File: config.mk
export PLATFORM = sky130hd
export DESIGN_NAME = fetch_branch_unit
export DESIGN_NICKNAME = d
export VERILOG_FILES = /design/src/rtl/fetch_branch_unit.sv
export SDC_FILE = /design/constraint.sdc
export NUM_CORES = 1
export LEC_CHECK = 0
export CORE_UTILIZATION = 35
export DETAILED_ROUTE_END_ITERATION = 8
export SETUP_SLACK_MARGIN = 0.4
export SYNTH_ARGS = -nofsm -noshare
export SYNTH_HDL_FRONTEND = slang
export SYNTH_SLANG_ARGS = --single-unit
File: constraint.sdc
create_clock -name clk -period 2.7 [get_ports clk]
set_input_delay 0.405 -clock clk [delete_from_list [all_inputs] [get_ports clk]]
set_output_delay 0.405 -clock clk [all_outputs]
set_load 0.05 [all_outputs]
File: src/rtl/fetch_branch_unit.sv
// Fetch PC sequencer with label-table branch/jump resolution for the 8-bit lab CPU.
// All outputs registered; taken transfers insert FLUSH_CYCLES bubbles before the target fetch.
module fetch_branch_unit #(
  parameter int PC_W         = 10,
  parameter int FLUSH_CYCLES = 1
) (
  input  logic            clk,
  input  logic            rst_n,
  input  logic            start_i,
  input  logic            stall_i,
  input  logic            branch_i,
  input  logic            jump_i,
  input  logic            halt_i,
  input  logic [7:0]      regA_i,
  input  logic [7:0]      regB_i,
  input  logic            lt_we_i,
  input  logic [3:0]      lt_addr_i,
  input  logic [PC_W-1:0] lt_wdata_i,
  output logic [PC_W-1:0] pc_o,
  output logic            fetch_valid_o,
  output logic            flush_o,
  output logic            done_o,
  output logic [7:0]      taken_count_o
);

  typedef enum logic [1:0] {IDLE, RUN, FLUSH, HALTED} state_t;

  state_t          state;
  logic [1:0]      flush_left;
  logic [PC_W-1:0] lbl_tab [16];

  logic            taken;
  logic [PC_W-1:0] target;

  assign taken  = jump_i | (branch_i & (regB_i != 8'd0));
  assign target = lbl_tab[regA_i[3:0]];

  always_ff @(posedge clk or negedge rst_n) begin
    if (!rst_n) begin
      state         <= IDLE;
      flush_left    <= 2'd0;
      pc_o          <= '0;
      fetch_valid_o <= 1'b0;
      flush_o       <= 1'b0;
      done_o        <= 1'b0;
      taken_count_o <= 8'd0;
      for (int i = 0; i < 16; i++) lbl_tab[i] <= '0;
    end else begin
      // Lookups above see the pre-write value because of nonblocking update.
      if (lt_we_i) lbl_tab[lt_addr_i] <= lt_wdata_i;

      case (state)
        IDLE: begin
          if (start_i) begin
            state         <= RUN;
            pc_o          <= '0;
            fetch_valid_o <= 1'b1;
          end
        end
        RUN: begin
          if (stall_i) begin
            state <= RUN;
          end else if (halt_i) begin
            state         <= HALTED;
            fetch_valid_o <= 1'b0;
            done_o        <= 1'b1;
          end else if (taken) begin
            state         <= FLUSH;
            pc_o          <= target;
            fetch_valid_o <= 1'b0;
            flush_o       <= 1'b1;
            flush_left    <= 2'(FLUSH_CYCLES - 1);
            if (taken_count_o != 8'hFF) taken_count_o <= taken_count_o + 8'd1;
          end else begin
            pc_o <= pc_o + PC_W'(1);
          end
        end
        FLUSH: begin
          if (flush_left == 2'd0) begin
            state         <= RUN;
            flush_o       <= 1'b0;
            fetch_valid_o <= 1'b1;
          end else begin
            flush_left <= flush_left - 2'd1;
          end
        end
        HALTED: begin
          if (start_i) begin
            state         <= RUN;
            pc_o          <= '0;
            done_o        <= 1'b0;
            fetch_valid_o <= 1'b1;
            taken_count_o <= 8'd0;
          end
        end
        default: state <= IDLE;
      endcase
    end
  end

endmodule

==> impl_metrics.csv <==
group,metric,value,unit
status,status,"complete, no violations",
floorplanning,core_area,0.02453,mm^2
global_routing,grt.total_usage,17.02,%
min_path,hold_path_class,"reg -> reg",
sta,unrepaired_setup_endpoints_after_global_routing,"false",
worst_setup_path,timing.rr.start,"state[0]",
sta,setup_viol,0,
min_path,worst_hold_startpoint,"lbl_tab[52]",
clock_network,clockRootBuffer,"sky130_fd_sc_hd__clkbuf_16",
global_routing,remaining_global_route_overflow,0,
synth,ys_types,57,
worst_setup_path,delay_of_the_slowest_cell_on_the_worst_path,0.62,ns
min_path,worst_hold_path.num_cells,1,
detailed_routing,ant_nets,0,
power_and_ir_drop,powerDensity,845.3,mW/mm^2
clock_network,clk_transition_reported_paths,0.07,ns
cells_and_area,final_layout_size_suffix_gt1_share,41.14,%
sta,timing.max_slew.rel_slack,56.06,%
detailed_routing,route.detailed.wl_per_inst,20.23,um
sta,timing.final.crit_period,2.220,ns
clock_network,worst_skew_pair.late_latency,0.44,ns
worst_setup_path,crit_path_top_delay_cell,"sky130_fd_sc_hd__or4b_4",
sta,tightest_slew,0.6591,ns
detailed_routing,drtPass1Iterations,4,
flow_run,cap_violations,0,
detailed_routing,drt_wl_total,21060,um
sta,slew_viol_final,0,
detailed_routing,drt_iter0_drc,358,
global_routing,grt_pass1_vias,5853,
detailed_routing,vias,5645,
clock_network,htree_num_levels,4,
worst_setup_path,crit-reg2reg-capture,"pc_o[9]",
clock_network,max-clock-path-buffers,2,
sta,fin_skew,0.009227,ns
synth,proportion_of_register_bits_with_asynchronous_set_or_reset_after_synthesis,100.0,%
floorplanning,num_io_pins,59,
floorplanning,initial_utilization,35.99,%
sta,post-route-period-util,82.22,%
worst_setup_path,cp_data_required_time,3.07,ns
worst_setup_path,classification_of_the_worst_setup_path,"reg -> reg",
synth,synthesis.instances,624,
synth,synth-seq-cells,185,
placement,dpl.hpwl,14100,um
sta,report.final.hold_viol_count,0,
worst_setup_path,critPathTopFamily,"simple AND/OR/NAND/NOR gates",
floorplanning,rows,57,
synth,synth.yosys.seq_area_share,52.43,%
worst_setup_path,crit_arrival,2.59,ns
synth,synth.net_count,668,
power_and_ir_drop,power.leakage,4.423,nW
synth,syn_area_per_cell,14.15,um^2
synth,yosysTopAreaCell,"sky130_fd_sc_hd__dfrtp_1",
cells_and_area,design.final.nets,748,
global_routing,antenna_found_initial,1,
sta,accumulated_negative_setup_slack,0,ns
synth,synth_edf_count,0,
placement,buffers_added_on_ports,54,
synth,synth_ff_type,"sky130_fd_sc_hd__dfrtp_1",
worst_setup_path,path_buf_inv,1,
floorplanning,area_enclosed_by_the_die_boundary,0.02587,mm^2
worst_setup_path,worst_setup_path_end_kind,"flop",
synth,netlist_area,0.008830,mm^2
sta,maximum_clock_rate,450.5,MHz
synth,synthTopCellsByArea,"sky130_fd_sc_hd__dfrtp_1, sky130_fd_sc_hd__mux2_2, sky130_fd_sc_hd__mux4_2",
floorplanning,fp.dieH,160.8,um
detailed_routing,remaining_drc_errors,0,
worst_setup_path,critPathMaxFanout,9,
synth,yosys_warnings,0,
min_path,worst_hold_path_ep,"lbl_tab[52]",
placement,gp_congestion,0.8665,
worst_setup_path,crit_chain,"inv_1 -> ha_1 -> or4b_4 -> nor2_4 -> nand2_2 -> o21ai_0 -> a221o_1",
detailed_routing,post_drt_via_cell_ratio,5.423,
clock_network,clock_sink_count,185,
cells_and_area,area_growth_syn_to_layout,19.58,%
worst_setup_path,reg_to_reg_setup_timing_slack,0.48,ns
floorplanning,chipWidth,160.8,um
global_routing,grt_pass1_wl,33360,um
worst_setup_path,r2r_cells,7,
sta,fin_hold_ws,0.5025,ns
power_and_ir_drop,irDropWorstVdd,0.0004898,V
clock_network,numCtsBuffers,17,
worst_setup_path,startpoint_type,"flop",
synth,top_cell_type_s_share_of_synthesized_area,52.43,%
cells_and_area,insertedDiodeCount,0,
clock_network,cts_tree,"yes",
global_routing,grt_start_max_net_pins,67,
placed cells by master (no fill, tap or decap), types with 3 or more instances in the layout:
cell	netlist	routed
sky130_fd_sc_hd__nor3_1	6	5
sky130_fd_sc_hd__nand2_1	32	31
sky130_fd_sc_hd__a31oi_1	8	8
sky130_fd_sc_hd__o22ai_1	3	3
sky130_fd_sc_hd__inv_8	0	5
sky130_fd_sc_hd__nor4_1	6	5
sky130_fd_sc_hd__a22oi_1	20	20
sky130_fd_sc_hd__clkinv_8	0	3
sky130_fd_sc_hd__o21ai_0	10	10
sky130_fd_sc_hd__buf_12	0	4
sky130_fd_sc_hd__mux2_2	160	160
sky130_fd_sc_hd__a211o_1	5	5
sky130_fd_sc_hd__a221o_1	3	3
sky130_fd_sc_hd__buf_4	1	32
sky130_fd_sc_hd__nor2_1	19	19
sky130_fd_sc_hd__nor3_2	7	8
sky130_fd_sc_hd__nand3_1	13	13
sky130_fd_sc_hd__ha_1	6	5
sky130_fd_sc_hd__clkinvlp_4	0	3
sky130_fd_sc_hd__mux4_2	41	41
sky130_fd_sc_hd__clkbuf_16	0	17
sky130_fd_sc_hd__clkdlybuf4s50_1	0	51
sky130_fd_sc_hd__o211ai_1	4	4
sky130_fd_sc_hd__nand2b_1	5	5
sky130_fd_sc_hd__inv_1	16	16
sky130_fd_sc_hd__dfrtp_1	185	185
sky130_fd_sc_hd__nor2b_1	5	5
routing by layer:
layer / track usage [%] / up-vias / part of all wire, %
met3: 3.874 / 19 / 4.7
met1: 23.79 / 2962 / 46
met5: 0 / - / 0.052
met4: 4.245 / 2 / 1.2
met2: 26.76 / 141 / 48
li1: - / 2521 / -
worst max-delay path by stage:
stage | start | to | slack, ns | depth (start not counted)
5_1_grt | state[0] | pc_o[8] | 0.39 | 7
4_1_cts | state[1] | flush_left[0] | 0.41 | 8
3_3_place_gp | regB_i[5] | taken_count_o[0] | 0.20 | 6
3_5_place_dp | regB_i[5] | taken_count_o[1] | 0.19 | 6
6_report | state[0] | pc_o[9] | 0.48 | 7
2_1_floorplan | taken_count_o[0] | taken_count_o[0] | 0.56 | 6
sequential cells by signal (all words and copies together) (netlist names):
name / cells
flush_left: 2
flush_o: 1
done_o: 1
taken_count_o: 8
state: 2
lbl_tab: 160
pc_o: 10
fetch_valid_o: 1
stage by stage:
stage	std cells	cell area [um^2]	worst slack (ns)	util (%)	total power, mW
6_report	1041	10560	0.4800	43.04	8.926
5_1_grt	1041	10560	0.3939	43.04	9.391
4_1_cts	1039	10530	0.4083	42.91	8.983
3_5_place_dp	1006	9927	0.1853	40.46	6.529
3_3_place_gp	1006	9927	0.2018	40.46	6.363
2_1_floorplan	624	8830	0.5570	-	5.715
timing repair:
item	in CTS	in global routing
resized for setup	2	4
hold buffers	1	0
setup buffers	0	2
hold endpoints to repair	44	0
endpoints found under the setup margin	8	6
pin swaps	0	2
synth_stat cells (5+ instances only):
cell / n
sky130_fd_sc_hd__nand2_1: 32
sky130_fd_sc_hd__nor3_1: 6
sky130_fd_sc_hd__nor2b_1: 5
sky130_fd_sc_hd__ha_1: 6
sky130_fd_sc_hd__o21ai_0: 10
sky130_fd_sc_hd__clkbuf_1: 16
sky130_fd_sc_hd__dfrtp_1: 185
sky130_fd_sc_hd__mux2_2: 160
sky130_fd_sc_hd__buf_2: 7
sky130_fd_sc_hd__nor4_1: 6
sky130_fd_sc_hd__a22oi_1: 20
sky130_fd_sc_hd__nand2b_1: 5
sky130_fd_sc_hd__nor2_1: 19
sky130_fd_sc_hd__mux4_2: 41
sky130_fd_sc_hd__inv_1: 16
sky130_fd_sc_hd__nor3_2: 7
sky130_fd_sc_hd__a31oi_1: 8
sky130_fd_sc_hd__nand3_1: 13
sky130_fd_sc_hd__a211o_1: 5
kinds of logic after synthesis:
group,after synthesis,share of synthesized area (%)
multiplexers,203,31.20
flip-flops,185,52.43
AND/OR/NAND/NOR,110,6.703
AO/OA/AOI/OAI,74,6.490
buffers and inverters,46,2.324
adder cells (fa/ha/maj),6,0.8502
power by group:
part	internal [mW]	switching (mW)	total, mW
combinational	1.30	1.29	2.60
sequential	3.46	0.431	3.89
clock	1.24	1.20	2.44
total	6.00	2.93	8.93
cell type report:
type	instances	area (um^2)
multi-input combinational	393	4019
sequential	185	4629
clock inverter	14	153.9
timing repair buffer	91	862.1
tap	324	405.4
clock buffer	18	429.2
inverter	16	60.06
fill	2230	13970
No activity file was read; power rests on OpenSTA's default activity.
